==> src/rtl/cpu_ifetch.sv <==
// Instruction fetch stage: fetch PC, pipelined imem reads, instruction buffer, redirect/discard.
// Optional misaligned-target fault entry enabled by defining CPU_IFETCH_ALIGN_CHECK_EN.
module cpu_ifetch #(
  parameter logic [31:0] RESET_VECTOR = 32'hFFFF0000,
  parameter int unsigned FIFO_DEPTH   = 4
) (
  input  logic        clock,
  input  logic        reset,
  input  logic        stall,
  input  logic        p2_bubble,
  input  logic        p4_jump_taken,
  input  logic [31:0] p4_jump_addr,
  output logic [31:0] p2_instr,
  output logic [31:0] p2_pc,
  output logic        p2_instr_valid,
  output logic        p2_fetch_fault,
  output logic        imem_req,
  output logic [31:0] imem_addr,
  input  logic        imem_gnt,
  input  logic        imem_rvalid,
  input  logic [31:0] imem_rdata
);

  localparam int unsigned DATA_W = 32;
  localparam int unsigned PW     = $clog2(FIFO_DEPTH);
  localparam int unsigned CW     = PW + 1;
  localparam logic [CW:0] DEPTH_V = (CW+1)'(FIFO_DEPTH);

  logic [DATA_W-1:0] buf_instr [FIFO_DEPTH];
  logic [DATA_W-1:0] buf_pc    [FIFO_DEPTH];

  logic [PW-1:0]     rd_ptr, wr_ptr;
  logic [CW-1:0]     count, outstanding, discard;
  logic [DATA_W-1:0] fetch_pc, resp_pc;
  logic [DATA_W-1:0] last_instr, last_pc;

  logic [CW:0]       occupancy;
  logic [CW-1:0]     out_after_resp;
  logic [DATA_W-1:0] jump_tgt;
  logic              fetch_block;
  logic              issue, do_pop, resp_drop, resp_push, push;
  logic [DATA_W-1:0] push_instr, push_pc;

`ifdef CPU_IFETCH_ALIGN_CHECK_EN
  logic              buf_fault [FIFO_DEPTH];
  logic              fault_hold, fault_pending;
  logic [DATA_W-1:0] fault_pc;
  logic              fault_push;

  assign jump_tgt    = p4_jump_addr;
  assign fetch_block = fault_hold;
  assign fault_push  = fault_pending && (discard == '0) && !p4_jump_taken;
`else
  // Low address bits are dropped so every redirect lands on a word boundary.
  assign jump_tgt    = p4_jump_addr & ~32'h3;
  assign fetch_block = 1'b0;
`endif

  always_comb begin
    occupancy      = {1'b0, count} + {1'b0, outstanding};
    imem_req       = !reset && !p4_jump_taken && !fetch_block && (occupancy < DEPTH_V);
    imem_addr      = fetch_pc;
    issue          = imem_req && imem_gnt;
    p2_instr_valid = (count != '0);
    do_pop         = p2_instr_valid && !stall && !p2_bubble && !p4_jump_taken;
    out_after_resp = (imem_rvalid && outstanding != '0) ? outstanding - CW'(1) : outstanding;
    resp_drop      = imem_rvalid && (discard != '0);
    resp_push      = imem_rvalid && (discard == '0) && !p4_jump_taken;
    push           = resp_push;
    push_instr     = imem_rdata;
    push_pc        = resp_pc;
`ifdef CPU_IFETCH_ALIGN_CHECK_EN
    if (fault_push) begin
      push       = 1'b1;
      push_instr = '0;
      push_pc    = fault_pc;
    end
    p2_fetch_fault = p2_instr_valid && buf_fault[rd_ptr];
`else
    p2_fetch_fault = 1'b0;
`endif
    p2_instr = p2_instr_valid ? buf_instr[rd_ptr] : last_instr;
    p2_pc    = p2_instr_valid ? buf_pc[rd_ptr]    : last_pc;
  end

  // Control state: pointers, counters, fetch/response PCs
  always_ff @(posedge clock) begin
    if (reset) begin
      rd_ptr      <= '0;
      wr_ptr      <= '0;
      count       <= '0;
      outstanding <= '0;
      discard     <= '0;
      fetch_pc    <= RESET_VECTOR;
      resp_pc     <= RESET_VECTOR;
    end else if (p4_jump_taken) begin
      // Everything still in flight after this cycle's response is stale.
      rd_ptr      <= '0;
      wr_ptr      <= '0;
      count       <= '0;
      outstanding <= out_after_resp;
      discard     <= out_after_resp;
      fetch_pc    <= jump_tgt;
      resp_pc     <= jump_tgt;
    end else begin
      if (issue)     fetch_pc <= fetch_pc + 32'd4;
      if (resp_push) resp_pc  <= resp_pc + 32'd4;
      if (resp_drop) discard  <= discard - CW'(1);
      if (push)      wr_ptr   <= wr_ptr + PW'(1);
      if (do_pop)    rd_ptr   <= rd_ptr + PW'(1);
      outstanding <= out_after_resp + CW'(issue);
      count       <= count + CW'(push) - CW'(do_pop);
    end
  end

  // Last presented word, shown while the buffer is empty
  always_ff @(posedge clock) begin
    if (reset) begin
      last_instr <= '0;
      last_pc    <= '0;
    end else if (p2_instr_valid) begin
      last_instr <= buf_instr[rd_ptr];
      last_pc    <= buf_pc[rd_ptr];
    end
  end

  always_ff @(posedge clock) begin
    if (push) begin
      buf_instr[wr_ptr] <= push_instr;
      buf_pc[wr_ptr]    <= push_pc;
`ifdef CPU_IFETCH_ALIGN_CHECK_EN
      buf_fault[wr_ptr] <= fault_push;
`endif
    end
  end

`ifdef CPU_IFETCH_ALIGN_CHECK_EN
  // Misaligned redirect: stop fetching, queue one fault marker after stale data drains
  always_ff @(posedge clock) begin
    if (reset) begin
      fault_hold    <= 1'b0;
      fault_pending <= 1'b0;
      fault_pc      <= '0;
    end else if (p4_jump_taken) begin
      fault_hold    <= (p4_jump_addr[1:0] != 2'b00);
      fault_pending <= (p4_jump_addr[1:0] != 2'b00);
      fault_pc      <= p4_jump_addr;
    end else if (fault_push) begin
      fault_pending <= 1'b0;
    end
  end
`endif

endmodule

==> config.mk <==
export PLATFORM = sky130hd
export DESIGN_NAME = cpu_ifetch
export DESIGN_NICKNAME = d
export VERILOG_FILES = /design/src/rtl/cpu_ifetch.sv
export SDC_FILE = /design/constraint.sdc
export NUM_CORES = 1
export LEC_CHECK = 0
export ABC_CLOCK_PERIOD_IN_PS = 3290
export BUFFER_PORTS_ARGS = -buffer_cell sky130_fd_sc_hd__buf_2
export CAP_MARGIN = 5
export CORE_MARGIN = 2
export CORE_UTILIZATION = 40
export DETAILED_ROUTE_END_ITERATION = 10
export PLACE_DENSITY_LB_ADDON = 0.1
export SLEW_MARGIN = 20
export SYNTH_ARGS = -nofsm -noshare
export SYNTH_HDL_FRONTEND = slang
export SYNTH_SLANG_ARGS = --single-unit
==> constraint.sdc <==
create_clock -name clock -period 3.29 [get_ports clock]
set_input_delay 0.658 -clock clock [delete_from_list [all_inputs] [get_ports clock]]
set_output_delay 0.658 -clock clock [all_outputs]
set_load 0.05 [all_outputs]
Word level (Yosys, flattened, before mapping)
Memory sizes are Yosys's and may differ from the RTL's. A register that Yosys moved wholly into a read port is not among the register bits.
Index checks and enable logic that the tools add are counted.
{"block": "classes", "n_addsub": 10, "magnitude_cmp": 1, "mux": 16, "reduce_logical": 22}
{"cell": "$mux W32", "n": 6}
{"cell": "$add A32 B3 Y32 const B", "n": 2}
{"cell": "$mux W3", "n": 4}
{"cell": "$logic_and A1 B1 Y1", "n": 10}
{"cell": "$reduce_bool A3 Y1", "n": 3}
{"cell": "$mux W2", "n": 4}
{"cell": "$add A3 B1 Y3", "n": 2}
{"cell": "$reduce_bool A2 Y1", "n": 3}
{"cell": "$sub A3 B1 Y3 const B", "n": 2}
{"cell": "$add A2 B1 Y2 const B", "n": 2}
{"cell": "$add A3 B3 Y4", "n": 1}
{"cell": "$logic_not A1 Y1", "n": 4}
{"cell": "$lt A4 B3 Y1 const B", "n": 1}
{"cell": "$logic_not A3 Y1", "n": 1}
{"cell": "$sub A3 B1 Y3", "n": 1}
{"cell": "$mux W1", "n": 2}
{"cell": "$reduce_or A2 Y1", "n": 1}
{"block": "totals", "ff_bits": 141, "mem_bits_rw": 256, "input_bits": 71, "output_inout_bits": 99, "wordCells": 62, "mem_count": 2}
{"name": "buf_instr", "depth": 4, "word_bits": 32, "rd": 1, "rd_ports_with_merged_regs": 1, "write_ports": 1, "line_no": "29", "text": "logic [DATA_W-1:0] buf_instr [FIFO_DEPTH];"}
{"name": "buf_pc", "depth": 4, "word_bits": 32, "rd": 1, "rd_ports_with_merged_regs": 1, "write_ports": 1, "line_no": "30", "text": "logic [DATA_W-1:0] buf_pc [FIFO_DEPTH];"}

Longest topological paths before layout
{"block": "depth", "depth_word": 6, "depth_mapped": 14, "depth_no_buf": 13}

Worst setup path before layout
Ideal clock, no wire load.
{"block": "synth_path", "path_type": "input -> register", "start": "input port p4_jump_taken", "end": "memory buf_instr[1][0], enable pin", "setup_time_ns": 0.427, "arrival_ns": 2.858, "required_ns": 2.863, "slack_ns": 0.006, "path_stages": 4, "path_buffers": 2, "cell_sequence": "inv_1 clkbuf_1 clkbuf_1 and3_1"}
{"block": "synth_between", "elab_chain_len": 4}
{"element": "from (decl)", "line_no": "11", "text": "input logic p4_jump_taken,"}
{"element": "$logic_not A1 Y1", "line_no": "68", "text": "resp_push = imem_rvalid && (discard == '0) && !p4_jump_taken;"}
{"element": "$logic_and A1 B1 Y1", "line_no": "68"}
{"element": "$mux W1", "line_no": "128", "text": "if (push) begin"}
{"element": "$mux W1 (implied by the code)", "line_no": "129", "text": "buf_instr[wr_ptr] <= push_instr;"}
{"element": "to (decl)", "line_no": "29"}
Every way passes these cells.

Worst setup path in the final report
{"block": "layout_path", "start": "register count[1]", "end": "output port p2_pc[31]"}
{"block": "layout_between", "elab_chain_len": 2}
{"element": "from (decl)", "line_no": "33", "text": "logic [CW-1:0] count, outstanding, discard;"}
{"element": "from (signal assigned)", "line_no": "112", "text": "count <= count + CW'(push) - CW'(do_pop);"}
{"element": "$reduce_bool A3 Y1", "line_no": "64", "text": "p2_instr_valid = (count != '0);"}
{"element": "$mux W32"}
{"element": "to (decl)", "line_no": "14", "text": "output logic [31:0] p2_pc,"}
Every way passes these cells.

==> impl_metrics.csv <==
group,metric,value,unit
status,status,"completed",
clock_tree,clkTransAtPathRegs,0.06,ns
synth,yosysUniqueCellTypes,59,
clock_tree,cts_tree,"yes",
die,die_x,201,um
sta,setup_viol,0,
pwr,power_density,612,nW/um^2
routing,ant_nets,0,
routing,highest_layer,"met4",
routing,first_pass_iters,4,
sta,timing.final.ws_setup,0.220,ns
clock_tree,h-tree-depth,2,
global_routing,grt_overflow,0,
sta,fin_crit_sh,93.3,%
die,core-area,38500,um^2
finish,drive_above_1_share,31.7,%
routing,post_drt_via_cell_ratio,5.21,
clock_tree,clock_latency,0.54,ns
global_routing,antenna_found_initial,0,
synth,synthCells,1047,
place,portBuffers,164,
routing,drtIter0Drc,500,
routing,wl_met3,1590,um
place,hpwl,21900,um
pwr,power.switching,2830,uW
sta,setup_tns,0,ns
pwr,p_seq_share,48.7,%
clock_tree,cts.sinks,387,
die,fp-row-count,72,
global_routing,grt_max_degree,63,
clock_tree,cts_root_buf,"clkbuf_16",
place,dp_slack,0.548,ns
routing,route.detailed.drc,0,
pwr,p_comb_share,10.7,%
clock_tree,cts_max_path_buffers,3,
critical_path,required,2.63,ns
die,fp.dieH,201,um
sta,slew_viol_final,0,
global_routing,grt_pass1_vias,9481,
sta,rsz0062_at_grt,"no",
critical_path,cp-end-kind,"output port",
sta,maxSlewHeadroom,28.3,%
synth,synth_area,15500,um^2
sta,min_period,3.07,ns
pwr,ir_drop,0.000322,V
pwr,intPower,8450,uW
synth,synth-edff-count,248,
pwr,p_leak,0.00672,uW
critical_path,crit_arrival,2.41,ns
routing,routed_wl,34800,um
synth,synth.avg_cell_area,14.8,um^2
clock_tree,numCtsBuffers,43,
pwr,switching_share,25.1,%
critical_path,max_stage_delay,0.44,ns
finish,fin_nets,1317,
die,start_util,40.4,%
synth,async_reset_ff_share,0,%
critical_path,critPathMaxFanout,58,
global_routing,grt_pass1_wl,54900,um
synth,ys_ff_latch,387,
critical_path,start_kind,"register",
finish,antenna_cells,0,
routing,met1Wirelength,16400,um
finish,layout_commonest_cell,"edfxtp_1",
global_routing,grt_usage,17.4,%
die,pin_count,170,
sta,skew,0.0156,ns
finish,syn2layout_area_growth,18.7,%
synth,synth_ff_type,"edfxtp_1",
finish,layout_common_cells,"edfxtp_1 (248), buf_2 (164), dfxtp_1 (137)",
sta,finalHoldViolations,0,
place,gp_congestion,0.831,
sta,fmax,326,MHz
routing,wl_met2,16000,um
critical_path,critPathSlowestCell,"dfxtp_1",
synth,yosysWarnings,0,
sta,max_slew.worst_pin.slew,1.07,ns
critical_path,path_class,"reg2out",
synth,seq_area_frac_synth,65.9,%
routing,wl_per_cell,19.5,um
clock_tree,post_cts_buffers,0,
hold_path,min_path_type,"in2reg",
flow_run,drv_cap,0,
critical_path,crit_chain,"nor3_2 > buf_4 > inv_2 > buf_12 > mux2_2 > buf_2",
pwr,pwr-share-clk,40.6,%
routing,vias,9274,
die,die_area,40400,um^2
cell families after synthesis:
| kind of cell | synth area share [%] |
|---|---|
| AOI/OAI and AO/OA | 5.01 |
| xor gates and xnor gates | 1.86 |
| adders and majority gates | 1.42 |
| buffers and inverters | 2.02 |
| DFF | 65.9 |
| muxes | 13.8 |
| other | 0.0241 |
| and+or+nand+nor | 10.0 |
state kept, by name, indices dropped and copies added (netlist names), named ones only:
register / cells
buf_instr: 128
buf_pc: 120
last_instr: 32
last_pc: 32
imem_addr: 30
push_pc: 30
count: 3
discard: 3
outstanding: 3
rd_ptr: 2
wr_ptr: 2
cell type report:
class	instances	area, um^2
flip-flops and latches	387	10200
fillers	3390	20000
multi-input cells	585	5010
clock buffers	59	1230
clock inverters	20	123
repair buffers	191	1110
inverters	21	78.8
well taps	518	648
final timing paths:
kind	from	to	slack [ns]	cells after the start
max	count[1]	p2_pc[31]	0.22	6
min	imem_rdata[0]	buf_instr[3][0]	0.34	1
max reg2reg	count[1]	imem_addr[2]	0.73	7
min reg2reg	last_pc[0]	last_pc[0]	0.48	1
per-layer routing:
| layer | global-route usage (%) | up-vias |
|---|---|---|
| met4 | 5.32 | 0 |
| met1 | 24.4 | 4615 |
| met2 | 27.9 | 233 |
| met5 | 0 | - |
| met3 | 2.92 | 52 |
| li1 | - | 4374 |
power by group through the flow:
stage / combinational [uW] / sequential [uW] / clock [uW]
detailed placement: 1220 / 5600 / 0
floorplan: 795 / 5650 / 0
CTS: 1220 / 5500 / 4730
global placement: 1210 / 5600 / 0
global route: 1310 / 5530 / 4920
finish: 1200 / 5500 / 4580
through the flow:
| step | area, um^2 | power [uW] | util, % | hold slack [ns] | instances |
|---|---|---|---|---|---|
| after floorplan | 15500 | 6450 | - | 0.451 | 1049 |
| after global placement | 17100 | 6800 | 44.4 | 0.464 | 1702 |
| after detailed placement | 17100 | 6820 | 44.4 | 0.469 | 1702 |
| after CTS | 18400 | 11500 | 47.9 | 0.311 | 1781 |
| after global routing | 18400 | 11800 | 47.9 | 0.326 | 1781 |
| final | 18400 | 11300 | 47.9 | 0.341 | 1781 |
cell usage after synthesis, types with 8 or more instances:
library cell | n | area share [%]
nor3_1 | 11 | 0.35
clkbuf_1 | 37 | 0.89
mux4_2 | 62 | 9.0
a31oi_1 | 8 | 0.32
inv_1 | 19 | 0.46
nor4_1 | 10 | 0.40
nor2_1 | 50 | 1.2
xnor2_1 | 11 | 0.62
dfxtp_1 | 139 | 18
nand3_1 | 32 | 1.0
edfxtp_1 | 248 | 48
a21oi_1 | 39 | 1.3
and2_1 | 69 | 2.8
nand4_1 | 24 | 0.97
buf_2 | 8 | 0.26
nand2_1 | 50 | 1.2
and3_1 | 20 | 0.81
mux2_2 | 63 | 4.6
ha_1 | 16 | 1.3
xor2_1 | 22 | 1.2
o21ai_0 | 12 | 0.39
worst max-delay path, delay by kind of cell (launching register included):
family | cells | cell delay [ns]
buffers and inverters | 4 | 0.86
flip-flops | 1 | 0.44
multiplexers | 1 | 0.41
AND/OR/NAND/NOR | 1 | 0.12
timing repair:
item	in CTS	in global routing
setup endpoints to repair	0	45
hold buffers	0	0
resized for setup	0	1
(Power assumes the default switching activity.)
